<file path="src/rtl/cv32e40p_pkg.sv">
// ============================================================================
// Module      : cv32e40p_pkg
// Description : Shared types and constants for the cluster-side p.elw event
//               unit (state enumeration and register offsets).
// Revision    : 1.0 - initial release
// ============================================================================
`default_nettype none

package cv32e40p_pkg;

    // Event-unit FSM states
    typedef enum logic [2:0] {
        ELW_IDLE     = 3'd0,
        ELW_RESP     = 3'd1,
        ELW_WAIT_EVT = 3'd2,
        ELW_SLEEP    = 3'd3,
        ELW_WAKE     = 3'd4
    } elw_eu_state_e;

    // Event-unit register offsets
    localparam logic [1:0] EU_MASK   = 2'd0;
    localparam logic [1:0] EU_BUFFER = 2'd1;
    localparam logic [1:0] EU_WAIT   = 2'd2;
    localparam logic [1:0] EU_CLEAR  = 2'd3;

endpackage

`default_nettype wire

</file>
<file path="src/rtl/cv32e40p_elw_event_unit.sv">
// ============================================================================
// Module      : cv32e40p_elw_event_unit
// Description : Services p.elw accesses from the core: buffers event lines,
//               answers a blocking WAIT read and gates the core clock while
//               the core sleeps with no wake source pending.
//               Optional macro CV32E40P_ELW_IRQ_WAKE_EN makes any irq_i bit
//               a wake source.
// Revision    : 1.0 - initial release
// ============================================================================
`default_nettype none

module cv32e40p_elw_event_unit
    import cv32e40p_pkg::*;
#(
    parameter int NUM_EVENTS = 8
) (
    input  logic                  clk_ungated_i,
    input  logic                  rst_n,
    input  logic                  core_sleep_i,
    output logic                  pulp_clock_en_o,
    input  logic [NUM_EVENTS-1:0] event_i,
    input  logic                  elw_req_i,
    input  logic                  elw_we_i,
    input  logic [1:0]            elw_offset_i,
    input  logic [31:0]           elw_wdata_i,
    output logic                  elw_gnt_o,
    output logic                  elw_rvalid_o,
    output logic [31:0]           elw_rdata_o,
    input  logic [31:0]           irq_i,
    output logic [31:0]           irq_o,
    input  logic                  debug_req_i,
    output logic                  debug_req_o
);

    elw_eu_state_e         r_state;
    elw_eu_state_e         w_state_nxt;
    logic [NUM_EVENTS-1:0] r_mask;
    logic [NUM_EVENTS-1:0] r_buffer;
    logic [NUM_EVENTS-1:0] r_rdata;
    logic                  r_clk_en;
    logic [NUM_EVENTS-1:0] w_pend;
    logic [NUM_EVENTS-1:0] w_clr;
    logic [NUM_EVENTS-1:0] w_rsp_data;
    logic                  w_mask_we;
    logic                  w_any_pend;
    logic                  w_wake;
    logic                  w_access;
    logic                  w_wdata_unused;

    // Bits of the write data above the event width have no destination
    assign w_wdata_unused = |(elw_wdata_i >> NUM_EVENTS);

    // Events arriving this cycle already count as pending
    assign w_pend     = (r_buffer | event_i) & r_mask;
    assign w_any_pend = |w_pend;
    assign w_access   = (r_state == ELW_IDLE) && elw_req_i;

`ifdef CV32E40P_ELW_IRQ_WAKE_EN
    assign w_wake = w_any_pend | debug_req_i | (|irq_i);
`else
    assign w_wake = w_any_pend | debug_req_i;
`endif

    // State register
    always_ff @(posedge clk_ungated_i or negedge rst_n) begin
        if (!rst_n) begin
            r_state <= ELW_IDLE;
        end else begin
            r_state <= w_state_nxt;
        end
    end

    // Next-state logic
    always_comb begin
        w_state_nxt = r_state;
        case (r_state)
            ELW_IDLE: begin
                if (elw_req_i) begin
                    if (!elw_we_i && (elw_offset_i == EU_WAIT) && !w_any_pend) begin
                        w_state_nxt = ELW_WAIT_EVT;
                    end else begin
                        w_state_nxt = ELW_RESP;
                    end
                end
            end
            ELW_RESP: w_state_nxt = ELW_IDLE;
            ELW_WAIT_EVT: begin
                if (w_any_pend) begin
                    w_state_nxt = ELW_RESP;
                end else if (core_sleep_i && !w_wake) begin
                    w_state_nxt = ELW_SLEEP;
                end
            end
            // Losing core_sleep_i while asleep is illegal; recover through WAKE
            ELW_SLEEP: begin
                if (w_wake || !core_sleep_i) begin
                    w_state_nxt = ELW_WAKE;
                end
            end
            // A non-event wake leaves the WAIT outstanding
            ELW_WAKE: w_state_nxt = w_any_pend ? ELW_RESP : ELW_WAIT_EVT;
            default:  w_state_nxt = ELW_IDLE;
        endcase
    end

    // Register access decode and response data selection
    always_comb begin
        w_clr      = '0;
        w_rsp_data = '0;
        w_mask_we  = 1'b0;
        if (w_access) begin
            if (elw_we_i) begin
                if (elw_offset_i == EU_MASK) begin
                    w_mask_we = 1'b1;
                end
                if (elw_offset_i == EU_CLEAR) begin
                    w_clr = elw_wdata_i[NUM_EVENTS-1:0];
                end
            end else begin
                case (elw_offset_i)
                    EU_MASK:   w_rsp_data = r_mask;
                    EU_BUFFER: w_rsp_data = r_buffer;
                    EU_WAIT: begin
                        // Empty when the WAIT blocks, so nothing is consumed
                        w_rsp_data = w_pend;
                        w_clr      = w_pend;
                    end
                    default:   w_rsp_data = '0;
                endcase
            end
        end else if (w_state_nxt == ELW_RESP) begin
            // Blocked WAIT completing from WAIT_EVT or WAKE
            w_rsp_data = w_pend;
            w_clr      = w_pend;
        end
    end

    // Mask, sticky event buffer (set beats clear) and response data
    always_ff @(posedge clk_ungated_i or negedge rst_n) begin
        if (!rst_n) begin
            r_mask   <= '0;
            r_buffer <= '0;
            r_rdata  <= '0;
        end else begin
            if (w_mask_we) begin
                r_mask <= elw_wdata_i[NUM_EVENTS-1:0];
            end
            r_buffer <= (r_buffer & ~w_clr) | event_i;
            r_rdata  <= (w_state_nxt == ELW_RESP) ? w_rsp_data : '0;
        end
    end

    // Clock enable registered from the next state so it drops on SLEEP entry
    always_ff @(posedge clk_ungated_i or negedge rst_n) begin
        if (!rst_n) begin
            r_clk_en <= 1'b1;
        end else begin
            r_clk_en <= (w_state_nxt != ELW_SLEEP);
        end
    end

    // Output decode and sleep gating of interrupt/debug lines
    always_comb begin
        elw_gnt_o                    = (r_state == ELW_IDLE) || (r_state == ELW_SLEEP);
        elw_rvalid_o                 = (r_state == ELW_RESP);
        elw_rdata_o                  = '0;
        elw_rdata_o[NUM_EVENTS-1:0]  = r_rdata;
        pulp_clock_en_o              = r_clk_en;
        irq_o                        = (r_state == ELW_SLEEP) ? 32'd0 : irq_i;
        debug_req_o                  = (r_state == ELW_SLEEP) ? 1'b0 : debug_req_i;
    end

endmodule

`default_nettype wire

</file>
<file path="config.mk">
export PLATFORM = sky130hd
export DESIGN_NAME = cv32e40p_elw_event_unit
export DESIGN_NICKNAME = d
export VERILOG_FILES = /design/src/rtl/cv32e40p_pkg.sv /design/src/rtl/cv32e40p_elw_event_unit.sv
export SDC_FILE = /design/constraint.sdc
export NUM_CORES = 1
export LEC_CHECK = 0
export CORE_ASPECT_RATIO = 1.75
export CORE_UTILIZATION = 37
export DETAILED_ROUTE_END_ITERATION = 12
export HOLD_SLACK_MARGIN = 0.15
export MAX_ROUTING_LAYER = met4
export PLACE_DENSITY = 0.94
export SLEW_MARGIN = 40
export SYNTH_ARGS = -nofsm -noshare
export SYNTH_HDL_FRONTEND = slang
export SYNTH_SLANG_ARGS = --single-unit
export TNS_END_PERCENT = 30
</file>
<file path="constraint.sdc">
create_clock -name clk_ungated_i -period 4 [get_ports clk_ungated_i]
set_input_delay 0.8 -clock clk_ungated_i [delete_from_list [all_inputs] [get_ports clk_ungated_i]]
set_output_delay 0.8 -clock clk_ungated_i [all_outputs]
set_load 0.03 [all_outputs]
</file>
==> key figures <==
Finish
  – Layout Nets: 385
  – Leading cell type in the layout, fill and taps excluded: clkdlybuf4s50_1
  – Fill cells: 409
  – Layout area overhead: 51.7%
  – Post-layout instance area: 2930 µm²
  – Most frequent cells in the layout: clkdlybuf4s50_1 (99), and2_1 (34), dfrtp_1 (27)
  – Share of cells above drive strength 1: 6.91%
  – Diodes inserted: 0
  – Area occupied by multi-input gates: 1060 µm²
  – FF/Latch Area: 702 µm²

Critical path
  – WS Path Type: flop to output pin
  – Worst reg-to-reg path cell count: 4
  – Crit Reg-Reg Endpoint: r_buffer[6]
  – CP Launch Type: flop
  – CP top delay family: simple AND/OR/NAND/NOR gates
  – Crit-path cells: and2b_4 -> nand2_1 -> and2_1 -> clkdlybuf4s50_1
  – Max incr delay on CP: 680 ps
  – Setup crit end kind: output pin
  – Worst path slowest cell: clkdlybuf4s50_1
  – CP max FO: 34
  – Critical Path RT: 3200 ps
  – Worst EP arrival: 2530 ps
  – CP bufs+invs: 1
  – Critical R2R Launch: r_state[2]
  – Reg-to-reg slack, setup: 2210 ps

Clock network
  – Setup Fix Bufs, Post-CTS: 0
  – Worst skew pair latency: 280 ps
  – Clk sinks: 28
  – Root Buffer: clkbuf_8
  – Reg clk slew, reported paths: 100 ps
  – CTS Buf Count: 3
  – CTS tree: built
  – Hold_buf cts: 0
  – Post_cts resized: 0
  – Clk buf depth: 2
  – Htree depth: 1

Power
  – Max VDD drop: 0.298 mV
  – Total power: 1.08 mW
  – Pleak: 1.17 nW
  – Pwr dens: 369 nW/µm²
  – Clock share of power: 20.9%
  – Sw Ratio: 36.5%
  – Gate power share: 42.0%
  – Sw Pwr: 0.395 mW
  – Int Pwr: 0.688 mW
  – Flop pwr share: 37.1%

Detailed routing
  – 1st-pass router iterations: 4
  – DRC: 0
  – DR iter-0 viols: 70
  – Drt wl/cell: 14.8 µm
  – Total routed wirelength: 5.29 mm
  – DR vias/cell: 5.36
  – Post-route ant nets: 0
  – Vias: 1919

Floorplanning
  – DIE WIDTH: 56.7 µm
  – Num ports: 148
  – Core area: 4980 µm²
  – DIE AREA: 5530 µm²
  – Initial core utilization: 38.9%
  – DIE HEIGHT: 97.7 µm
  – Row Count: 34

STA
  – Maximum clock rate: 300 MHz
  – Max-slew violations: 0
  – Hold Fails Final Rpt: 0
  – RSZ-0062 raised after global routing: no
  – Tcrit/Tclk final: 83.3%
  – Minimum clock period: 3330 ps
  – Worst Tran Pin Value: 718 ps
  – Final setup vio count: 0
  – Setup TNS Final: 0 ps
  – Slew Limit Headroom: 52.0%
  – Worst Clk Skew: 3.60 ps

Placement
  – Post-DP Area: 2860 µm²
  – Routability Congestion: 0.851
  – I/O Buffers: 99
  – Detailed placer's ending HPWL: 4.14 mm

Yosys
  – Yosys warning total: 0
  – EDFF count, synth: 0
  – Syn Area/Cell: 9.21 µm²
  – Seq cells post-synth: 28
  – Main flop type after synthesis: dfrtp_1
  – Post-Synthesis Cell Area: 1930 µm²
  – Async set-reset flop share out of synthesis: 100%
  – Synthesized netlist cell count: 210
  – Yosys cell types: 37
  – Sequential-to-total area share from yosys stat: 36.3%

Global route
  – GRT overflow: 0
  – Antenna violations before repair: 0
  – Vias in the first global route: 1867
  – First-pass GRT wire length: 8.50 mm
  – GRT Util Overall: 19.8%
  – Pin count of the biggest net entering global routing: 35

Worst hold path
  – Hold depth: 2
  – Hold endpoint: r_buffer[0]
  – HP Start: r_buffer[0]
  – Worst min-delay path category: flop to flop

Flow run
  – MaxCap Viol Count: 0

Run status
  – Status: completed
## power groups by stage
stage	logic [mW]	clock network [mW]	registers, mW
3_3_place_gp	0.443	0	0.399
6_report	0.454	0.226	0.402
5_1_grt	0.485	0.237	0.413
2_1_floorplan	0.281	0	0.407
4_1_cts	0.454	0.226	0.399
3_5_place_dp	0.451	0	0.405
## cells in the mapped netlist, types with 2 or more instances
cell type	count	area (µm²)
and2_1	34	213
dfrtp_1	27	676
buf_4	24	180
o21ai_0	20	100
a22oi_1	16	120
o22ai_1	12	75.1
inv_1	10	37.5
nor3b_1	9	67.6
a21oi_1	8	40.0
mux2_2	8	90.1
clkbuf_1	6	22.5
nor2b_1	4	25.0
nand2_1	3	11.3
nor2_1	3	11.3
and3_1	2	12.5
nand4_1	2	12.5
o32ai_1	2	17.5
## metal layers
metal	global-route usage [%]	share of wire, %
met5	-	0
met4	8.26	2.6
met3	1.60	6.8
met1	20.3	35
met2	37.3	55
## cell type report
class                      instances  share of cell area [%]
multi-input combinational        162                    36.0
timing repair buffer             100                    34.0
sequential                        28                    23.9
tap                               54                    2.30
clock buffer                       3                    1.41
inverter                          10                    1.28
clock inverter                     1                    1.02
## kinds of logic (layout without fill, tap and decap cells)
group / Yosys count / after routing / share of synthesized area (%)
multiplexers: 8 / 8 / 4.66
buffers and inverters: 43 / 114 / 13.5
AND/OR/NAND/NOR: 64 / 64 / 22.1
flip-flops: 28 / 28 / 36.3
XOR/XNOR: 1 / 1 / 0.453
other: 1 / 24 / 0.194
AO/OA/AOI/OAI: 65 / 65 / 22.8
## worst max-delay path by stage
stage	end	startpoint	slack [ps]	cells past startpoint
after floorplan	irq_o[22]	r_state[2]	1820	4
after global placement	irq_o[12]	r_state[2]	970	4
after detailed placement	irq_o[12]	r_state[2]	940	4
after CTS	irq_o[12]	r_state[2]	630	4
after global routing	irq_o[12]	r_state[2]	490	4
final	irq_o[12]	r_state[2]	670	4
## sequential cells by signal (all words and copies together), names as in the netlist
register,cells
r_mask,8
r_buffer,8
r_rdata,8
r_state,3
pulp_clock_en_o,1
## worst register-to-register path, stage by stage (launching register included)
cell	delay, ps
dfrtp_1	500
nor4b_4	480
nand2_1	290
o21ai_0	270
a22oi_1	120
## metrics by stage
step	setup slack [ps]	hold WS [ps]	util [%]	std cells
4_1_cts	632	587	58.9	358
3_3_place_gp	969	549	57.5	354
2_1_floorplan	1820	504	-	233
5_1_grt	488	611	58.9	358
3_5_place_dp	942	565	57.5	354
6_report	667	594	58.9	358
Power figures use the tool's default switching activity.
